[src/rtl/lr_alu_seq.sv]
// ---------------------------------------------------------------------------
// lr_alu_seq
//
// Sequential LR35902-style ALU that owns the architectural flag register
// {Z,N,H,C}. One operation is accepted at a time over a valid/ready
// handshake. The operation then executes for one or more cycles and the
// result is held until the consumer takes it.
//
// Parameters
//   WIDTH  single-operand width (multiple of 4, >= 8); double ops use 2*WIDTH
//   SHW    width of the shift step-count input
//
// Ports
//   i_clk        clock, all state changes on the rising edge
//   i_rst_n      synchronous active-low reset
//   i_in_valid   operation offered
//   o_in_ready   block can accept (IDLE only)
//   i_op         5-bit opcode
//   i_a, i_b     2*WIDTH operands
//   i_cnt        shift step count minus one
//   i_flags_we   write the flag register when the operation completes
//   i_flags_ld   direct flag load, honoured in IDLE only
//   i_flags_in   {Z,N,H,C} value for i_flags_ld
//   o_out_valid  result available
//   i_out_ready  consumer takes the result
//   o_d          registered result, stable while o_out_valid
//   o_flags      flag register {Z,N,H,C}
// ---------------------------------------------------------------------------
module lr_alu_seq #(
    parameter int WIDTH = 8,
    parameter int SHW   = 3
) (
    input  logic                 i_clk,
    input  logic                 i_rst_n,
    input  logic                 i_in_valid,
    output logic                 o_in_ready,
    input  logic [4:0]           i_op,
    input  logic [2*WIDTH-1:0]   i_a,
    input  logic [2*WIDTH-1:0]   i_b,
    input  logic [SHW-1:0]       i_cnt,
    input  logic                 i_flags_we,
    input  logic                 i_flags_ld,
    input  logic [3:0]           i_flags_in,
    output logic                 o_out_valid,
    input  logic                 i_out_ready,
    output logic [2*WIDTH-1:0]   o_d,
    output logic [3:0]           o_flags
);

    localparam int DW = 2 * WIDTH;

    localparam logic [4:0] OP_OR   = 5'h00;
    localparam logic [4:0] OP_AND  = 5'h01;
    localparam logic [4:0] OP_XOR  = 5'h02;
    localparam logic [4:0] OP_CPL  = 5'h03;
    localparam logic [4:0] OP_ADD2 = 5'h04;
    localparam logic [4:0] OP_ADD  = 5'h05;
    localparam logic [4:0] OP_ADC  = 5'h06;
    localparam logic [4:0] OP_SUB  = 5'h07;
    localparam logic [4:0] OP_SBC  = 5'h08;
    localparam logic [4:0] OP_RLC  = 5'h09;
    localparam logic [4:0] OP_RL   = 5'h0A;
    localparam logic [4:0] OP_RRC  = 5'h0B;
    localparam logic [4:0] OP_RR   = 5'h0C;
    localparam logic [4:0] OP_SLA  = 5'h0D;
    localparam logic [4:0] OP_SRA  = 5'h0E;
    localparam logic [4:0] OP_SRL  = 5'h0F;
    localparam logic [4:0] OP_SWAP = 5'h10;
    localparam logic [4:0] OP_DAA  = 5'h11;

    typedef enum logic [1:0] {
        S_IDLE = 2'd0,
        S_EXEC = 2'd1,
        S_DONE = 2'd2
    } state_t;

    state_t             r_state;
    state_t             w_state_next;
    logic               w_accept;
    logic               w_finish;

    logic [4:0]         r_op;
    logic [DW-1:0]      r_a;
    logic [DW-1:0]      r_b;
    logic               r_we;
    logic               r_carry;     // working carry, updated per shift step
    logic [WIDTH-1:0]   r_work;      // iterated value for shifts / DAA
    logic [SHW-1:0]     r_step;      // remaining EXEC cycles minus one
    logic [DW-1:0]      r_d;
    logic [3:0]         r_flags;

    logic [SHW-1:0]     w_step_init;
    logic [WIDTH-1:0]   w_a_lo, w_a_hi, w_b_lo;
    logic               w_cin;
    logic [WIDTH:0]     w_add, w_sub;
    logic [DW:0]        w_add2;
    logic [WIDTH-1:0]   w_logic;
    logic [WIDTH-1:0]   w_sh_res;
    logic               w_sh_out;
    logic [WIDTH-1:0]   w_daa_lo, w_daa_hi, w_swap;
    logic               w_daa_c;
    logic [DW-1:0]      w_res_d;
    logic [3:0]         w_res_flags;
    logic               w_res_wr;
    logic [WIDTH-1:0]   w_work_next;
    logic               w_carry_next;

    // -----------------------------------------------------------------------
    // FSM
    // -----------------------------------------------------------------------
    always_ff @(posedge i_clk) begin
        if (!i_rst_n) begin
            r_state <= S_IDLE;
        end else begin
            r_state <= w_state_next;
        end
    end

    always_comb begin
        w_state_next = r_state;
        o_in_ready   = 1'b0;
        o_out_valid  = 1'b0;
        w_accept     = 1'b0;
        w_finish     = 1'b0;
        case (r_state)
            S_IDLE: begin
                o_in_ready = 1'b1;
                if (i_in_valid) begin
                    w_accept     = 1'b1;
                    w_state_next = S_EXEC;
                end
            end
            S_EXEC: begin
                if (r_step == '0) begin
                    w_finish     = 1'b1;
                    w_state_next = S_DONE;
                end
            end
            S_DONE: begin
                o_out_valid = 1'b1;
                if (i_out_ready) begin
                    w_state_next = S_IDLE;
                end
            end
            default: w_state_next = S_IDLE;
        endcase
    end

    // Shifts run cnt+1 steps, DAA two steps, everything else one.
    always_comb begin
        w_step_init = '0;
        if (i_op >= OP_RLC && i_op <= OP_SRL) begin
            w_step_init = i_cnt;
        end else if (i_op == OP_DAA) begin
            w_step_init = SHW'(1);
        end
    end

    // -----------------------------------------------------------------------
    // Datapath
    // -----------------------------------------------------------------------
    assign w_a_lo = r_a[WIDTH-1:0];
    assign w_a_hi = r_a[DW-1:WIDTH];
    assign w_b_lo = r_b[WIDTH-1:0];
    assign w_cin  = (r_op == OP_ADC || r_op == OP_SBC) ? r_carry : 1'b0;

    // The bit-3 half carry/borrow is recovered as sum^a^b at bit 4.
    assign w_add  = {1'b0, w_a_lo} + {1'b0, w_b_lo} + {{WIDTH{1'b0}}, w_cin};
    assign w_sub  = {1'b0, w_a_lo} - {1'b0, w_b_lo} - {{WIDTH{1'b0}}, w_cin};
    assign w_add2 = {1'b0, r_a} + {1'b0, r_b};

    always_comb begin
        w_logic = w_a_lo | w_b_lo;
        if (r_op == OP_AND) begin
            w_logic = w_a_lo & w_b_lo;
        end else if (r_op == OP_XOR) begin
            w_logic = w_a_lo ^ w_b_lo;
        end
    end

    // One step of the shift/rotate family on the working value.
    always_comb begin
        w_sh_res = r_work;
        w_sh_out = 1'b0;
        case (r_op)
            OP_RLC: begin
                w_sh_out = r_work[WIDTH-1];
                w_sh_res = {r_work[WIDTH-2:0], r_work[WIDTH-1]};
            end
            OP_RL: begin
                w_sh_out = r_work[WIDTH-1];
                w_sh_res = {r_work[WIDTH-2:0], r_carry};
            end
            OP_RRC: begin
                w_sh_out = r_work[0];
                w_sh_res = {r_work[0], r_work[WIDTH-1:1]};
            end
            OP_RR: begin
                w_sh_out = r_work[0];
                w_sh_res = {r_carry, r_work[WIDTH-1:1]};
            end
            OP_SLA: begin
                w_sh_out = r_work[WIDTH-1];
                w_sh_res = {r_work[WIDTH-2:0], 1'b0};
            end
            OP_SRA: begin
                w_sh_out = r_work[0];
                w_sh_res = {r_work[WIDTH-1], r_work[WIDTH-1:1]};
            end
            OP_SRL: begin
                w_sh_out = r_work[0];
                w_sh_res = {1'b0, r_work[WIDTH-1:1]};
            end
            default: begin
                w_sh_res = r_work;
                w_sh_out = 1'b0;
            end
        endcase
    end

    // SWAP and DAA only touch bits 7:0; anything above passes through.
    always_comb begin
        w_swap      = w_a_lo;
        w_swap[7:0] = {w_a_lo[3:0], w_a_lo[7:4]};

        w_daa_lo = r_work;
        if (!r_flags[2] && (r_flags[1] || r_work[3:0] > 4'd9)) begin
            w_daa_lo[7:0] = r_work[7:0] + 8'h06;
        end else if (r_flags[2] && r_flags[1]) begin
            w_daa_lo[7:0] = r_work[7:0] - 8'h06;
        end

        // High-digit decision looks at the operand as it was accepted.
        w_daa_hi = r_work;
        w_daa_c  = r_carry;
        if (!r_flags[2] && (r_carry || w_a_lo[7:0] > 8'h99)) begin
            w_daa_hi[7:0] = r_work[7:0] + 8'h60;
            w_daa_c       = 1'b1;
        end else if (r_flags[2] && r_carry) begin
            w_daa_hi[7:0] = r_work[7:0] - 8'h60;
        end
    end

    // Result, flag image and per-step state for the current EXEC cycle.
    always_comb begin
        w_res_d      = '0;
        w_res_flags  = r_flags;
        w_res_wr     = 1'b0;
        w_work_next  = r_work;
        w_carry_next = r_carry;
        case (r_op)
            OP_OR, OP_AND, OP_XOR: begin
                w_res_d     = {w_a_hi, w_logic};
                w_res_flags = {(w_logic == '0), 1'b0, (r_op == OP_AND), 1'b0};
                w_res_wr    = 1'b1;
            end
            OP_CPL: begin
                w_res_d     = {w_a_hi, ~w_a_lo};
                w_res_flags = {r_flags[3], 1'b1, 1'b1, r_flags[0]};
                w_res_wr    = 1'b1;
            end
            OP_ADD, OP_ADC: begin
                w_res_d     = {{WIDTH{1'b0}}, w_add[WIDTH-1:0]};
                w_res_flags = {(w_add[WIDTH-1:0] == '0), 1'b0,
                               w_add[4] ^ w_a_lo[4] ^ w_b_lo[4], w_add[WIDTH]};
                w_res_wr    = 1'b1;
            end
            OP_SUB, OP_SBC: begin
                w_res_d     = {{WIDTH{1'b0}}, w_sub[WIDTH-1:0]};
                w_res_flags = {(w_sub[WIDTH-1:0] == '0), 1'b1,
                               w_sub[4] ^ w_a_lo[4] ^ w_b_lo[4], w_sub[WIDTH]};
                w_res_wr    = 1'b1;
            end
            OP_ADD2: begin
                w_res_d     = w_add2[DW-1:0];
                w_res_flags = {r_flags[3], 1'b0,
                               w_add2[DW-4] ^ r_a[DW-4] ^ r_b[DW-4], w_add2[DW]};
                w_res_wr    = 1'b1;
            end
            OP_RLC, OP_RL, OP_RRC, OP_RR, OP_SLA, OP_SRA, OP_SRL: begin
                w_work_next  = w_sh_res;
                w_carry_next = w_sh_out;
                w_res_d      = {{WIDTH{1'b0}}, w_sh_res};
                w_res_flags  = {(w_sh_res == '0), 1'b0, 1'b0, w_sh_out};
                w_res_wr     = 1'b1;
            end
            OP_SWAP: begin
                w_res_d     = {{WIDTH{1'b0}}, w_swap};
                w_res_flags = {(w_swap == '0), 1'b0, 1'b0, 1'b0};
                w_res_wr    = 1'b1;
            end
            OP_DAA: begin
                w_work_next = w_daa_lo;
                w_res_d     = {{WIDTH{1'b0}}, w_daa_hi};
                w_res_flags = {(w_daa_hi == '0), r_flags[2], 1'b0, w_daa_c};
                w_res_wr    = 1'b1;
            end
            default: begin
                w_res_d  = '0;
                w_res_wr = 1'b0;
            end
        endcase
    end

    always_ff @(posedge i_clk) begin
        if (!i_rst_n) begin
            r_op    <= '0;
            r_a     <= '0;
            r_b     <= '0;
            r_we    <= 1'b0;
            r_carry <= 1'b0;
            r_work  <= '0;
            r_step  <= '0;
            r_d     <= '0;
            r_flags <= '0;
        end else begin
            if (r_state == S_IDLE && i_flags_ld) begin
                r_flags <= i_flags_in;
            end
            if (w_accept) begin
                r_op    <= i_op;
                r_a     <= i_a;
                r_b     <= i_b;
                r_we    <= i_flags_we;
                r_carry <= i_flags_ld ? i_flags_in[0] : r_flags[0];
                r_work  <= i_a[WIDTH-1:0];
                r_step  <= w_step_init;
            end
            if (r_state == S_EXEC) begin
                r_work  <= w_work_next;
                r_carry <= w_carry_next;
                if (r_step != '0) begin
                    r_step <= r_step - SHW'(1);
                end
            end
            if (w_finish) begin
                r_d <= w_res_d;
                if (r_we && w_res_wr) begin
                    r_flags <= w_res_flags;
                end
            end
        end
    end

    assign o_d     = r_d;
    assign o_flags = r_flags;

endmodule
[config.mk]
export PLATFORM = sky130hd
export DESIGN_NAME = lr_alu_seq
export DESIGN_NICKNAME = d
export VERILOG_FILES = /design/src/rtl/lr_alu_seq.sv
export SDC_FILE = /design/constraint.sdc
export NUM_CORES = 1
export LEC_CHECK = 0
export CAP_MARGIN = 15
export CORE_UTILIZATION = 35
export DETAILED_ROUTE_END_ITERATION = 6
export HOLD_SLACK_MARGIN = 0.02
export MAX_ROUTING_LAYER = met4
export RECOVER_POWER = 25
export REMOVE_ABC_BUFFERS = 1
export SYNTH_ARGS = -nofsm -noshare
export SYNTH_HDL_FRONTEND = slang
export SYNTH_SLANG_ARGS = --single-unit
[constraint.sdc]
create_clock -name i_clk -period 9.3 [get_ports i_clk]
set_input_delay 1.86 -clock i_clk [delete_from_list [all_inputs] [get_ports i_clk]]
set_output_delay 1.86 -clock i_clk [all_outputs]
set_load 0.005 [all_outputs]
==> flow_summary.yaml <==
worst_hold_path:
  min_to: "o_d[1]"
  worstHoldStart: "o_d[1]"
  hold_path_class: "reg2reg"
  hold_depth: 2
route:
  first_iter_violations: 585
  detail-route-antenna-nets: 0
  wl_mm: 21.36
  via_count: 6512
  routed_via_density: 5.936
  first_pass_iters: 5
  wl_per_cell_um: 19.47
  drc_errors: 0
synthesis:
  syn_inst: 834
  async_flop_share: 0
  synth_area_um2: 6178
  synth_edf_count: 0
  yosysSeqAreaShare: 0.2333
  synth_ff_type: "dfxtp_1"
  ys_types: 72
  yosys_warnings: 0
  ys_ff_latch: 72
  syn_avg_cell_area_um2: 7.408
sta:
  setup_tns_ps: 0
  rsz0062_at_grt: "no"
  worst_pin_slew_ps: 2292
  min_period_over_period: 0.5325
  max_slew_margin: -0.5288
  slew_violations: 44
  max_freq_mhz: 201.9
  finalCriticalPeriod_ps: 4953
  setup_viol_count_final: 0
  hold_violations: 0
  skew_ps: 12.43
critical_path:
  crit_path_end_kind: "register"
  path_max_fanout: 43
  crit_chain: "dlygate4sd3_1 > and2_0 > nor2_1 > nor2_1 > o211ai_1 > o211a_1"
  slowest_delay_ps: 1680
  worst-path-buf-inv: 1
  rrSetupSlack_ps: 4990
  cpMostUsedCell: "nor2_1"
  ff2ff_path_depth: 14
  cp-start-kind: "input port"
  r2r_end: "o_flags[0]"
  crit_family: "simple AND/OR/NAND/NOR gates"
  cpMaxStageDelayCell: "and2_0"
  critical_path_class: "in2reg"
  crit_required_ps: 9530
  r2r_start: "r_op[1]"
  crit_arrival_ps: 5190
flow_run:
  maxCapViolCount: 1
floorplanning:
  core_area_um2: 17300
  chipHeight_um: 134.9
  dieArea_um2: 18190
  initial_core_util: 0.3572
  num_rows: 48
  ios: 72
  die_x_um: 134.9
finish:
  area_growth_pct: 18.02
  finish.utilization: 0.4216
  final_nets: 971
  stdcell_area_um2: 7292
  fill_cells: 1848
  diodes: 0
  drive_gt1_frac: 0.03440
global_routing:
  grt_max_degree: 46
  antenna_found_initial: 0
  grt_overflow_total: 0
  grt_usage: 0.2486
  grt_pass1_vias: 6092
  met1_usage: 0.3285
  use_met3: 0.04392
  grt_pass1_wl_mm: 33.84
  grt-busiest-layer: "met2"
  met2_usage: 0.3743
cts:
  postCtsSetupBuffers: 0
  cts_buffers: 9
  cts_sinks: 72
  cts_tree: "done"
  ctsHoldBuffers: 0
  clkLatencyLatePin_ps: 350
  cts.clk_slew.worst_paths_ps: 60
  htreeDepth: 3
  cts_buffer_depth: 2
  cts-resized-gates: 0
  cts_root_buf: "clkbuf_16"
placed_design:
  dpl.hpwl_mm: 15.74
  gp_congestion: 0.9480
  port-buffer-count: 71
  dpl_cell_area_um2: 6997
power:
  power_density_nw_per_um2: 155.0
  total_power_mw: 1.130
  ir_worst_vdd_uv: 106.7
  power.leakage_nw: 2.790
status:
  violations: "capacitance limit, slew limit"
  outcome: "finished, violations left"
kinds of logic (layout without fill, tap and decap cells):
family,count (synthesis),after routing,synth area share
adder cells (fa/ha/maj),53,53,0.1146
buffers and inverters,99,137,0.06379
flip-flops,72,72,0.2333
AND/OR/NAND/NOR,282,282,0.2171
AO/OA/AOI/OAI,291,291,0.3157
multiplexers,3,3,0.005063
XOR/XNOR,34,34,0.05042
report_power, final:
part	internal [mW]	switching, mW	total (mW)
combinational	0.161	0.230	0.391
sequential	0.335	0.0446	0.379
clock	0.215	0.145	0.360
total	0.710	0.420	1.13
per-stage QoR:
stage	std cells	setup WS, ps	hold WS [ps]
after floorplan	780	5134	440.0
after global placement	1082	5114	448.8
after detailed placement	1082	5058	448.0
after CTS	1097	5048	456.0
after global routing	1097	3814	471.3
final	1097	4347	449.4
final cells by class:
cell class	instances	area [um^2]	share of cell area
clock buffer	11	242.7	0.03329
multi-input combinational	663	4348	0.5963
tap	225	281.5	0.03861
clock inverter	4	53.80	0.007378
timing repair buffer	77	755.7	0.1036
inverter	45	168.9	0.02316
sequential	72	1441	0.1977
flip-flops by register name (all words and copies together) (netlist names):
| signal | flops |
|---|---|
| o_d | 16 |
| r_a | 16 |
| r_b | 16 |
| r_work | 8 |
| r_op | 5 |
| o_flags | 4 |
| r_step | 3 |
| r_state | 2 |
| r_carry | 1 |
| r_we | 1 |
Yosys cell counts (all sizes together) (7+ instances only):
master / n / share of area
and2: 7 / 0.0071
a21oi: 85 / 0.069
nor3: 22 / 0.018
xor2: 10 / 0.014
nor2: 38 / 0.023
inv: 44 / 0.027
dfxtp: 72 / 0.23
xnor2: 23 / 0.033
nand2b: 11 / 0.011
a21o: 12 / 0.015
a311oi: 17 / 0.024
nand3: 21 / 0.017
nor2b: 17 / 0.017
ha: 47 / 0.095
clkbuf: 44 / 0.027
o22ai: 16 / 0.016
a31oi: 13 / 0.013
a211oi: 7 / 0.0085
a221oi: 9 / 0.013
buf: 10 / 0.0097
a22oi: 13 / 0.016
nand2: 128 / 0.078
a21boi: 7 / 0.0085
o21ai: 45 / 0.037
per-layer routing:
metal / vias up / part of all wire
met5: - / 0
met4: 0 / 0.023
met3: 34 / 0.075
met2: 285 / 0.45
met1: 3077 / 0.45
li1: 3116 / -
how the worst max path moves through the flow:
stage	slack [ps]	start	endpoint	cells past startpoint
floorplan	5130	r_op[1]	o_flags[3]	13
global placement	5110	i_in_valid	r_work[7]	6
detailed placement	5060	r_op[1]	o_flags[0]	14
CTS	5050	r_op[1]	o_flags[0]	14
global route	3810	i_in_valid	r_work[1]	6
finish	4350	i_in_valid	r_work[2]	6
placed cells by master, fill, tap and decap left out, types with 21 or more instances in the layout:
| cell | instances |
|---|---|
| a21oi_1 | 84 |
| nor3_1 | 21 |
| nand3_1 | 21 |
| clkdlybuf4s50_1 | 52 |
| o21ai_0 | 40 |
| ha_1 | 47 |
| dfxtp_1 | 72 |
| inv_1 | 44 |
| nor2_1 | 37 |
| xnor2_1 | 23 |
| nand2_1 | 128 |
worst reg2reg max path: stages (launching register included):
cell	delay [ps]
dfxtp_1	300
buf_4	350
inv_1	350
or3_1	450
a211o_1	290
fa_1	400
inv_1	80
fa_1	250
nand2b_1	110
a2111oi_0	610
o41ai_1	220
xnor2_1	160
a221oi_1	360
o311a_1	190
o21ai_1	50
Note: power is estimated with default switching activity, not from simulation.
